[src/rtl/cpu_seq_pkg.sv]
// Shared definitions for the CPU run sequencer: state encoding, word geometry
// and the halt opcode used by the core-side halt detector.
package cpu_seq_pkg;

  typedef enum logic [2:0] {
    ST_IDLE      = 3'd0,
    ST_LOAD      = 3'd1,
    ST_RUN       = 3'd2,
    ST_DRAIN     = 3'd3,
    ST_DUMP_RD   = 3'd4,
    ST_DUMP_WAIT = 3'd5,
    ST_DUMP_OUT  = 3'd6
  } seq_state_t;

  localparam int WORD_BYTES = 4;
  localparam logic [31:0] HALT_WORD = 32'hFFFF_FFFF;

  // Word index to byte address (word-aligned, stride WORD_BYTES).
  function automatic logic [31:0] word_addr(input logic [31:0] idx);
    return idx << $clog2(WORD_BYTES);
  endfunction

endpackage

[src/rtl/seq_counter.sv]
// Up-counter with synchronous clear (priority over enable) and an equality
// compare against a caller-supplied terminal value.
module seq_counter #(
  parameter int W = 32
) (
  input  logic         clk,
  input  logic         rst,
  input  logic         clr,
  input  logic         en,
  input  logic [W-1:0] term,
  output logic [W-1:0] count,
  output logic         at_term
);

  always_ff @(posedge clk) begin
    if (rst || clr) begin
      count <= '0;
    end else if (en) begin
      count <= count + W'(1);
    end
  end

  assign at_term = (count == term);

endmodule

[src/rtl/cpu_run_sequencer.sv]
// Sequences one program run of the CPU core: load instruction memory, run,
// drain the pipeline, then stream data memory back out to the host.
module cpu_run_sequencer
  import cpu_seq_pkg::*;
#(
  parameter int IMEM_WORDS   = 512,
  parameter int DRAIN_CYCLES = 4,
  parameter int CNT_W        = 32
) (
  input  logic             clk,
  input  logic             rst,
  input  logic             load_valid,
  input  logic [31:0]      load_data,
  input  logic             load_last,
  output logic             load_ready,
  input  logic             start,
  input  logic [CNT_W-1:0] cycle_budget,
  input  logic [10:0]      dump_words,
  input  logic             halt_det,
  output logic             cpu_enable,
  output logic [31:0]      imem_addr,
  output logic             imem_wen,
  output logic [31:0]      imem_wdata,
  output logic [31:0]      dmem_addr,
  output logic             dmem_ren,
  input  logic [31:0]      dmem_rdata,
  output logic             dump_valid,
  output logic [31:0]      dump_data,
  output logic             dump_last,
  input  logic             dump_ready,
  output logic [CNT_W-1:0] run_cycles,
  output logic             timeout,
  output logic             load_ovf,
  output logic             busy,
  output logic             done,
  output logic [2:0]       dbg_state
);

  localparam logic [31:0]      WADDR_LAST = 32'(IMEM_WORDS - 1);
  localparam logic [CNT_W-1:0] DRAIN_LAST = CNT_W'(DRAIN_CYCLES - 1);

  seq_state_t       state, state_next;
  logic             load_ok, beat, start_go, budget_hit, run_finish;
  logic             in_run, in_drain, word_taken;
  logic [CNT_W-1:0] budget_q;
  logic [10:0]      dump_words_q;
  logic [31:0]      waddr;
  logic             waddr_at_last;
  logic             drain_done;
  logic [CNT_W-1:0] drain_cnt_unused;
  logic             run_at_term;
  logic [10:0]      idx;
  logic             idx_last;

  // Handshakes: a transfer happens on a rising edge where valid and ready are
  // both high; valid never waits on ready, and the sender holds its payload
  // stable while valid is high and ready is low.
  assign beat       = load_valid && load_ok;
  assign start_go   = (state == ST_IDLE) && start;
  assign in_run     = (state == ST_RUN);
  assign in_drain   = (state == ST_DRAIN);
  assign word_taken = (state == ST_DUMP_OUT) && dump_ready;
  assign budget_hit = in_run && !halt_det && (budget_q != '0) && run_at_term;

  always_comb begin
    state_next = state;
    load_ok    = 1'b0;
    run_finish = 1'b0;
    case (state)
      ST_IDLE: begin
        if (start) begin
          state_next = ST_RUN;
        end else begin
          load_ok = 1'b1;
          if (load_valid && !load_last) state_next = ST_LOAD;
        end
      end
      ST_LOAD: begin
        load_ok = 1'b1;
        if (load_valid && load_last) state_next = ST_IDLE;
      end
      ST_RUN: begin
        if (halt_det || budget_hit) state_next = ST_DRAIN;
      end
      ST_DRAIN: begin
        if (drain_done) begin
          if (dump_words_q == '0) begin
            state_next = ST_IDLE;
            run_finish = 1'b1;
          end else begin
            state_next = ST_DUMP_RD;
          end
        end
      end
      ST_DUMP_RD:   state_next = ST_DUMP_WAIT;
      ST_DUMP_WAIT: state_next = ST_DUMP_OUT;
      ST_DUMP_OUT: begin
        if (dump_ready) begin
          if (idx_last) begin
            state_next = ST_IDLE;
            run_finish = 1'b1;
          end else begin
            state_next = ST_DUMP_RD;
          end
        end
      end
      default: state_next = ST_IDLE;
    endcase
  end

  always_ff @(posedge clk) begin
    if (rst) begin
      state        <= ST_IDLE;
      imem_wen     <= 1'b0;
      imem_addr    <= '0;
      imem_wdata   <= '0;
      load_ovf     <= 1'b0;
      timeout      <= 1'b0;
      budget_q     <= '0;
      dump_words_q <= '0;
      dump_data    <= '0;
      done         <= 1'b0;
    end else begin
      state    <= state_next;
      imem_wen <= beat;
      done     <= run_finish;
      if (beat) begin
        imem_addr  <= word_addr(waddr);
        imem_wdata <= load_data;
      end
      // Clear on a fresh program, but a wrap on that same beat still counts.
      if (beat && waddr_at_last) begin
        load_ovf <= 1'b1;
      end else if (beat && state == ST_IDLE) begin
        load_ovf <= 1'b0;
      end
      if (start_go) begin
        budget_q     <= cycle_budget;
        dump_words_q <= dump_words;
        timeout      <= 1'b0;
      end else if (budget_hit) begin
        timeout <= 1'b1;
      end
      if (state == ST_DUMP_WAIT) dump_data <= dmem_rdata;
    end
  end

  seq_counter #(.W(32)) u_waddr (
    .clk(clk), .rst(rst),
    .clr(beat && (load_last || waddr_at_last)), .en(beat),
    .term(WADDR_LAST), .count(waddr), .at_term(waddr_at_last)
  );

  seq_counter #(.W(CNT_W)) u_run_cnt (
    .clk(clk), .rst(rst),
    .clr(start_go), .en(in_run || in_drain),
    .term(budget_q - CNT_W'(1)), .count(run_cycles), .at_term(run_at_term)
  );

  seq_counter #(.W(CNT_W)) u_drain_cnt (
    .clk(clk), .rst(rst),
    .clr(!in_drain), .en(in_drain),
    .term(DRAIN_LAST), .count(drain_cnt_unused), .at_term(drain_done)
  );

  seq_counter #(.W(11)) u_dump_idx (
    .clk(clk), .rst(rst),
    .clr(start_go), .en(word_taken),
    .term(dump_words_q - 11'd1), .count(idx), .at_term(idx_last)
  );

  // Reset masks the two level-sensitive controls in the same cycle it arrives.
  assign load_ready = load_ok && !rst;
  assign cpu_enable = (in_run || in_drain) && !rst;
  assign dmem_ren   = (state == ST_DUMP_RD);
  assign dmem_addr  = dmem_ren ? word_addr(32'(idx)) : '0;
  assign dump_valid = (state == ST_DUMP_OUT);
  assign dump_last  = dump_valid && idx_last;
  assign busy       = (state != ST_IDLE);
  assign dbg_state  = state;

endmodule

[config.mk]
export PLATFORM = sky130hd
export DESIGN_NAME = cpu_run_sequencer
export DESIGN_NICKNAME = d
export VERILOG_FILES = /design/src/rtl/cpu_seq_pkg.sv /design/src/rtl/seq_counter.sv /design/src/rtl/cpu_run_sequencer.sv
export SDC_FILE = /design/constraint.sdc
export NUM_CORES = 1
export LEC_CHECK = 0
export CELL_PAD_IN_SITES_DETAIL_PLACEMENT = 0
export CELL_PAD_IN_SITES_GLOBAL_PLACEMENT = 1
export CORE_UTILIZATION = 36
export DETAILED_ROUTE_END_ITERATION = 12
export PLACE_DENSITY_LB_ADDON = 0.2
export SETUP_SLACK_MARGIN = 0.2
export SKIP_LAST_GASP = 1
export SLEW_MARGIN = 10
export SYNTH_ARGS = -nofsm -noshare
export SYNTH_HDL_FRONTEND = slang
export SYNTH_SLANG_ARGS = --single-unit
[constraint.sdc]
create_clock -name clk -period 3.3 [get_ports clk]
set_input_delay 0.66 -clock clk [delete_from_list [all_inputs] [get_ports clk]]
set_output_delay 0.66 -clock clk [all_outputs]
set_load 0.05 [all_outputs]
==> metrics.md, run 1 <==
| Metric | Value |
|---|---|
| Cell Area, Synth | `11,600 sq um` |
| Port buffer count | `263` |
| Largest net degree at the start of global routing | `70` |
| Failing checks | `setup timing` |
| Worst vdd ir | `0.437 mV` |
| Final setup vio count | `1` |
| DRT Pass-1 Iters | `6` |
| Layout area overhead | `36.0%` |
| Top cells by area, synth | `dfxtp_1 43%, nand2_1 11%, a21oi_1 6.8%` |
| Unique masters post-synth | `66` |
| Leading area contributor after synthesis | `dfxtp_1` |
| Final total power | `10.1 mW` |
| CTS Buffer Depth | `3` |
| Clk_lat worst skew | `0.55 ns` |
| Die Footprint | `32,800 sq um` |
| Via count | `10,504` |
| ANT nets after route | `0` |
| Yosys warnings | `0` |
| MaxCap Viol Count | `0` |
| Crit. End Element | `output port` |
| # DRC | `0` |
| Layout fillers | `3,136` |
| Top post-synthesis cells by count | `342 x nand2_1, 251 x dfxtp_1, 158 x a21oi_1` |
| CTS tree | `built` |
| CTS Root Cell | `clkbuf_16` |
| Number of clock sinks | `251` |
| Reg-to-Reg Start | `budget_q[8]` |
| R2R cell count | `8` |
| Status | `finished with violations` |
| GRT Residual Overflow | `0` |
| Yosys reg bits | `251` |
| Worst Hold Class | `reg2reg` |
| Final setup margin | `-0.118 ns` |
| Ports | `287` |
| Prevailing post-synth register cell | `dfxtp_1` |
| Startpoint types | `flip-flop` |
| Crit Path Class | `reg2out` |
| Critical Path AT | `2.76 ns` |
| Top cell type's share of synthesized area | `43.5%` |
| # hold bufs at CTS | `0` |
| End of the critical path | `dump_last` |
| CP Data Required Time | `2.64 ns` |
| Max-slew violation count | `0` |
| Register area share after synthesis | `43.5%` |
| Reg2reg end | `timeout` |
| Area occupied by multi-input gates | `6170 sq um` |
| Crit path launch | `dump_words_q[1]` |
| DR iter-0 viols | `492` |
| Mean Syn Cell Area | `7.89 sq um` |
| Pre-CTS setup slack | `0.147 ns` |
| Achievable clock frequency | `293 MHz` |
| Final min period | `3.42 ns` |
| Leakage Power | `5.50 nW` |
| Row cnt | `65` |
| Sequential cell area | `5030 sq um` |
| Crit-path max FO | `4` |
| Post-synth EDFFs | `0` |
| RSZ-0062 raised after global routing | `yes` |
| Initial antenna violation count | `0` |
| Period utilization | `104%` |
| WL/cell | `15.8 um` |
| Via density | `4.94` |
| Fraction of registers with async set/reset | `0%` |
| Antenna Cells | `0` |
| Initial core utilization | `36.6%` |
| Slew Limit Headroom | `49.4%` |
| Fin. Hold Viols | `0` |
| Vias in the first global route | `10,168` |
| Total Routing Usage GR | `20.2%` |
| Nets | `1,833` |
| R2R setup slack | `0.31 ns` |
| CTS buffer count | `28` |
| Pwr Density | `643 nW/um^2` |
| GPL Wtd Cong | `0.834` |
| Hold_ws | `0.452 ns` |
| Worst-Margin Slew | `0.759 ns` |
| Die X | `181 um` |
| Share of cells above drive strength 1 | `6.72%` |
| Cells after synthesis | `1,466` |
| Core region area | `31,600 sq um` |
| Die height | `181 um` |
| Clock transition at path regs | `0.06 ns` |
| WL final | `33,700 um` |
| Count leader, synth | `nand2_1` |
| Final Skew | `0.0114 ns` |
| Global-route wire length before repair | `54,200 um` |
| H-tree depth | `1` |
| Post-DP HPWL | `24,100 um` |
## routing by layer
metal  vias to the layer above  wire (um)  global-route usage (%)
li1                       5366          -                       -
met1                      4849      15100                    25.6
met2                       251      15300                    32.9
met3                        38       2650                    6.93
met4                         0        652                    4.58
met5                         -          0                       0
## what timing repair did
item,CTS,global route
buffers inserted,5,0
endpoints found under the setup margin,2,2
pin swaps,7,5
resized for setup,15,6
## per-stage QoR
stage	cells	util, %	TNS [ns]	instance area (sq um)
detailed placement	2079	46.6	0	14700
floorplan	1488	-	0	11600
finish	2128	49.8	-0.118	15700
CTS	2128	49.7	-0.171	15700
global route	2128	49.8	-0.254	15700
global placement	2079	46.6	0	14700
## state kept, by name, indices dropped and copies added (netlist names)
register,flops
imem_addr,30
timeout,1
u_waddr.count,32
done,1
dbg_state,3
dump_words_q,11
dump_data,32
imem_wdata,32
load_ovf,1
u_run_cnt.count,32
u_dump_idx.count,11
u_drain_cnt.count,32
imem_wen,1
budget_q,32
## kinds of logic (layout without fill, tap and decap cells)
group | count (synthesis) | in the layout | synth area share [%]
adders and majority gates | 7 | 7 | 0.758
muxes | 5 | 5 | 0.455
other | 1 | 23 | 0.0324
and+or+nand+nor | 717 | 717 | 28.8
xor gates and xnor gates | 148 | 148 | 11.2
DFF | 251 | 251 | 43.5
buffers and inverters | 123 | 361 | 4.87
AOI/OAI and AO/OA | 214 | 214 | 10.4
## cell type report
class / instances / area share (%)
Multi-Input combinational cell: 1114 / 39.3
Clock inverter: 3 / 0.486
Inverter: 20 / 0.478
Clock buffer: 41 / 4.96
Sequential cell: 251 / 32.0
Tap cell: 402 / 3.20
Timing Repair Buffer: 297 / 19.6
## layout by cell type (no fill, tap or decap), types with 9 or more instances in the layout
cell type,netlist,final
nor2b_1,16,16
conb_1,1,23
clkdlybuf4s50_1,0,247
and4_1,9,9
clkbuf_1,75,10
and3_1,18,18
buf_4,23,31
nor2_1,131,129
and2_1,18,16
nand4_1,28,28
nor4_1,25,24
clkbuf_16,0,28
or3_1,19,18
xor2_1,82,82
dfxtp_1,251,249
nand2_1,342,341
nor3_1,26,25
nand3_1,49,49
a21oi_1,158,158
o21ai_0,18,18
buf_12,0,19
xnor2_1,66,66
inv_1,20,18
## power breakdown
group,total [mW],internal (mW),switching (mW)
clock,3.00,1.77,1.23
combinational,3.60,1.38,2.22
sequential,3.52,3.26,0.255
total,10.1,6.41,3.70
## how the worst min path moves through the flow
stage	startpoint	end	cells after the start
final	imem_addr[23]	imem_addr[23]	2
after global routing	dump_data[15]	dump_data[15]	2
after CTS	u_drain_cnt.count[0]	u_drain_cnt.count[0]	1
after detailed placement	u_drain_cnt.count[0]	u_drain_cnt.count[0]	1
after global placement	u_drain_cnt.count[0]	u_drain_cnt.count[0]	1
after floorplan	u_drain_cnt.count[0]	u_drain_cnt.count[0]	1
## worst max-delay path, stage by stage, from the launching register on
cell      delay [ns]
dfxtp_2         0.32
inv_2           0.08
ha_4            0.13
or4b_4          0.52
nor3b_2         0.17
a211oi_1        0.06
o21ai_1         0.14
a22oi_1         0.09
or3_4           0.44
nor2_4          0.13
buf_12          0.15
(Power assumes the default switching activity.)
==> run 2: changes to the inputs <==
Settings changed: CORE_UTILIZATION 36 to 37, SYNTH_HIERARCHICAL set to 1.
==> run 2 against run 1 <==
- the run still ends with setup timing left
- routed wire length rose by 12%
- core utilization rose by 2.4 points
- sequential cell count did not move
- clock-buffer cell count rose by 2
- synthesized cell count rose by 6.7%
- sequential power fell by 8.2%
- sequential share of layout area fell by 2.6 points
- critical endpoint is now dbg_state[0]
==> metrics.md, run 2 <==
| Metric | Value |
|---|---|
| Largest family of logic cells by synthesized area | `simple AND/OR/NAND/NOR gates (unchanged)` |
| Global-route wire length before repair | `60,600 um (was 54,200 um)` |
| CTS tree | `built (unchanged)` |
| Nets | `2,012 (was 1,833)` |
| # DRC | `0 (unchanged)` |
| Post-synthesis compound-gate area fraction | `12.6% (was 10.4%)` |
| Cells after synthesis | `1,564 (was 1,466)` |
| Crit-path max FO | `6 (was 4)` |
| Adder-cell share of the synthesized area | `0.804% (was 0.758%)` |
| Mean Syn Cell Area | `7.96 sq um (was 7.89 sq um)` |
| ANT nets after route | `0 (unchanged)` |
| Final Cell Area | `17,100 sq um (was 15,700 sq um)` |
| Crit path launch | `budget_q[5] (was dump_words_q[1])` |
| Startpoint types | `flip-flop (unchanged)` |
| R2R setup slack | `-0.18 ns (was 0.31 ns)` |
| Port buffer count | `263 (unchanged)` |
| Via density | `4.97 (was 4.94)` |
| H-tree depth | `1 (unchanged)` |
| Met3 WL | `3130 um (was 2650 um)` |
| Initial core utilization | `38.0% (was 36.6%)` |
| Period utilization | `105% (was 104%)` |
| Cell Area, Synth | `12,400 sq um (was 11,600 sq um)` |
| Die Footprint | `34,400 sq um (was 32,800 sq um)` |
| Post-synth EDFFs | `0 (unchanged)` |
| Leading cell type in the layout, fill and taps excluded | `nand2_1 (unchanged)` |
| DR iter-0 viols | `583 (was 492)` |
| Reg-to-Reg Start | `budget_q[5] (was budget_q[8])` |
| Crit. End Element | `flip-flop (was output port)` |
| Clk_lat worst skew | `0.57 ns (was 0.55 ns)` |
| Die height | `185 um (was 181 um)` |
| Die X | `185 um (was 181 um)` |
| Final setup margin | `-0.179 ns (was -0.118 ns)` |
| Count leader, synth | `nand2_1 (unchanged)` |
| Unique masters post-synth | `56 (was 66)` |
| Row cnt | `66 (was 65)` |
| Metal-1 WL | `16,600 um (was 15,100 um)` |
| Met2 wire length | `17,500 um (was 15,300 um)` |
| # hold bufs at CTS | `0 (unchanged)` |
| Via count | `11,712 (was 10,504)` |
| Final min period | `3.48 ns (was 3.42 ns)` |
| Worst vdd ir | `0.417 mV (was 0.437 mV)` |
| Final setup vio count | `4 (was 1)` |
| Post-DP HPWL | `27,200 um (was 24,100 um)` |
| Ports | `287 (unchanged)` |
| Slew Limit Headroom | `47.5% (was 49.4%)` |
| Critical Path AT | `3.94 ns (was 2.76 ns)` |
| Clock transition at path regs | `0.06 ns (about the same)` |
| Worst Hold Class | `reg2reg (unchanged)` |
| Reg2reg end | `dbg_state[0] (was timeout)` |
| Leakage Power | `6.33 nW (was 5.50 nW)` |
| Commonest cells after routing, fill and taps aside | `342 x nand2_1, 246 x dfxtp_1, 245 x clkdlybuf4s50_1 (was 341 x nand2_1, 249 x dfxtp_1, 247 x clkdlybuf4s50_1)` |
| WL/cell | `16.1 um (was 15.8 um)` |
| CTS Root Cell | `clkbuf_16 (unchanged)` |
| Final Skew | `0.0275 ns (was 0.0114 ns)` |
| Pwr Density | `484 nW/um^2 (was 643 nW/um^2)` |
| Top post-synthesis cells by count | `344 x nand2_1, 251 x dfxtp_1, 198 x a21oi_1 (was 342 x nand2_1, 251 x dfxtp_1, 158 x a21oi_1)` |
| Pre-CTS setup slack | `-0.442 ns (was 0.147 ns)` |
| Yosys reg bits | `251 (unchanged)` |
| Achievable clock frequency | `287 MHz (was 293 MHz)` |
| End of the critical path | `dbg_state[0] (was dump_last)` |
| Max-slew violation count | `0 (unchanged)` |
| Status | `finished with violations (unchanged)` |
| Largest net degree at the start of global routing | `74 (was 70)` |
| Number of clock sinks | `251 (unchanged)` |
| Core region area | `32,800 sq um (was 31,600 sq um)` |
| CP Data Required Time | `3.76 ns (was 2.64 ns)` |
| Post-synthesis mux area share | `0.492% (was 0.455%)` |
| WL final | `37,900 um (was 33,700 um)` |
| Layout area overhead | `37.5% (was 36.0%)` |
| MaxCap Viol Count | `0 (unchanged)` |
| Fin. Hold Viols | `0 (unchanged)` |
| Top routing layer used | `met4 (unchanged)` |
| Prevailing post-synth register cell | `dfxtp_1 (unchanged)` |
| Top cell type's share of synthesized area | `40.4% (was 43.5%)` |
| RSZ-0062 raised after global routing | `yes (unchanged)` |
| DRT Pass-1 Iters | `7 (was 6)` |
| Crit Path Class | `reg2reg (was reg2out)` |
| Yosys warnings | `6 (was 0)` |
| Leading area contributor after synthesis | `dfxtp_1 (unchanged)` |
| Initial antenna violation count | `1 (was 0)` |
| Placed inst area | `16,000 sq um (was 14,700 sq um)` |
| GPL Wtd Cong | `0.860 (was 0.834)` |
| Worst-Margin Slew | `0.787 ns (was 0.759 ns)` |
| Fraction of registers with async set/reset | `0% (unchanged)` |
| Top cells by area, synth | `dfxtp_1 40%, nand2_1 10%, xor2_1 9.2% (was dfxtp_1 43%, nand2_1 11%, a21oi_1 6.8%)` |
| Vias in the first global route | `11,337 (was 10,168)` |
| Post-Synth XOR/XNOR Area | `12.7% (was 11.2%)` |
| GRT Residual Overflow | `0 (unchanged)` |
| R2R cell count | `14 (was 8)` |
| Failing checks | `setup timing (unchanged)` |
| Synth Area in Simple Gates | `27.4% (was 28.8%)` |
| Register area share after synthesis | `40.4% (was 43.5%)` |
| Total Routing Usage GR | `22.0% (was 20.2%)` |
| CTS Buffer Depth | `3 (unchanged)` |
| Hold_ws | `0.451 ns (was 0.452 ns)` |
| Share of cells above drive strength 1 | `9.15% (was 6.72%)` |
| CTS buffer count | `30 (was 28)` |
[run 2: cell count changes in the layout (fill, tap and decap cells not counted), sizes merged, moves of 11 or more]
cell | before | now
xnor2 | 66 | 50
or4 | 7 | 49
a21oi | 158 | 198
nor4 | 27 | 43
buf | 50 | 76
nor2b | 16 | 2
nor2 | 132 | 77
xor2 | 82 | 131
o31ai | 2 | 43
conb | 23 | 87
nand3 | 49 | 35
and3 | 18 | 7
[run 2: worst min path at each step]
stage	slack [ns]	from	to	depth (start not counted)
CTS	0.45	dump_data[24]	dump_data[24]	2
detailed placement	0.45	dump_data[24]	dump_data[24]	2
global placement	0.44	dump_data[5]	dump_data[5]	2
floorplan	0.43	u_waddr/count[16]	imem_addr[18]	2
global route	0.48	dump_data[0]	dump_data[0]	2
finish	0.45	imem_addr[15]	imem_addr[15]	2
[run 2: logic make-up after synthesis]
logic type	Yosys count
xor gates and xnor gates	181
and+or+nand+nor	698
muxes	6
DFF	251
adders and majority gates	8
other	2
buffers and inverters	141
AOI/OAI and AO/OA	277
[run 2: what timing repair did]
action                                 CTS  global route
gates resized for setup                 22            11
endpoints found under the hold margin    0             0
setup endpoints to repair                4             8
pin swaps                                7             6
buffers inserted                         2             3
[run 2: critical path, stage by stage, from the launching register on]
cell	delay [ns]
dfxtp_2	0.32
or4_4	0.53
and4b_2	0.39
nand3_4	0.16
nor3_4	0.26
xor2_2	0.19
xor2_1	0.10
nor4_1	0.25
nand4_1	0.14
nor2_2	0.19
or3_4	0.16
a21oi_2	0.05
a311oi_2	0.22
o41ai_2	0.14
mux2_2	0.28
[run 2: layout make-up]
| type | instances | area, sq um |
|---|---|---|
| diodes | 1 | 2.50 |
| clock buffers | 43 | 830 |
| clock inverters | 11 | 141 |
| fillers | 3192 | 15700 |
| inverters | 26 | 97.6 |
| multi-input cells | 1257 | 7220 |
| flip-flops and latches | 251 | 5030 |
| well taps | 442 | 553 |
| repair buffers | 324 | 3240 |
[run 2: metal layers]
metal  up-vias  global-route usage [%]
met2       310                    36.4
met4         0                    4.63
met5         -                       0
met3        39                    6.82
met1      5425                    27.9
li1       5938                       -
[run 2: stage by stage]
stage	TNS, ns	cells	power, mW	util [%]
2_1_floorplan	0	1649	4.42	-
4_1_cts	-0.290	2351	8.36	52.0
6_report	-0.377	2355	8.28	52.2
3_3_place_gp	-0.873	2295	4.97	48.7
3_5_place_dp	-1.10	2295	4.98	48.7
5_1_grt	-1.21	2354	8.68	52.2
[run 2: where the power goes]
part           internal, mW  total [mW]  leakage (nW)  switching, mW
combinational         0.718        1.77          3.82           1.05
clock                  1.97        3.28         0.480           1.31
sequential             3.14        3.23          2.03         0.0942
==> run 3: changes to the inputs <==
Settings changed: ABC_CLOCK_PERIOD_IN_PS set to 3300, SLEW_MARGIN 10 to unset.
==> results of run 3 <==
Same layout as run 2: the final DEF is identical, and so are final timing and power.
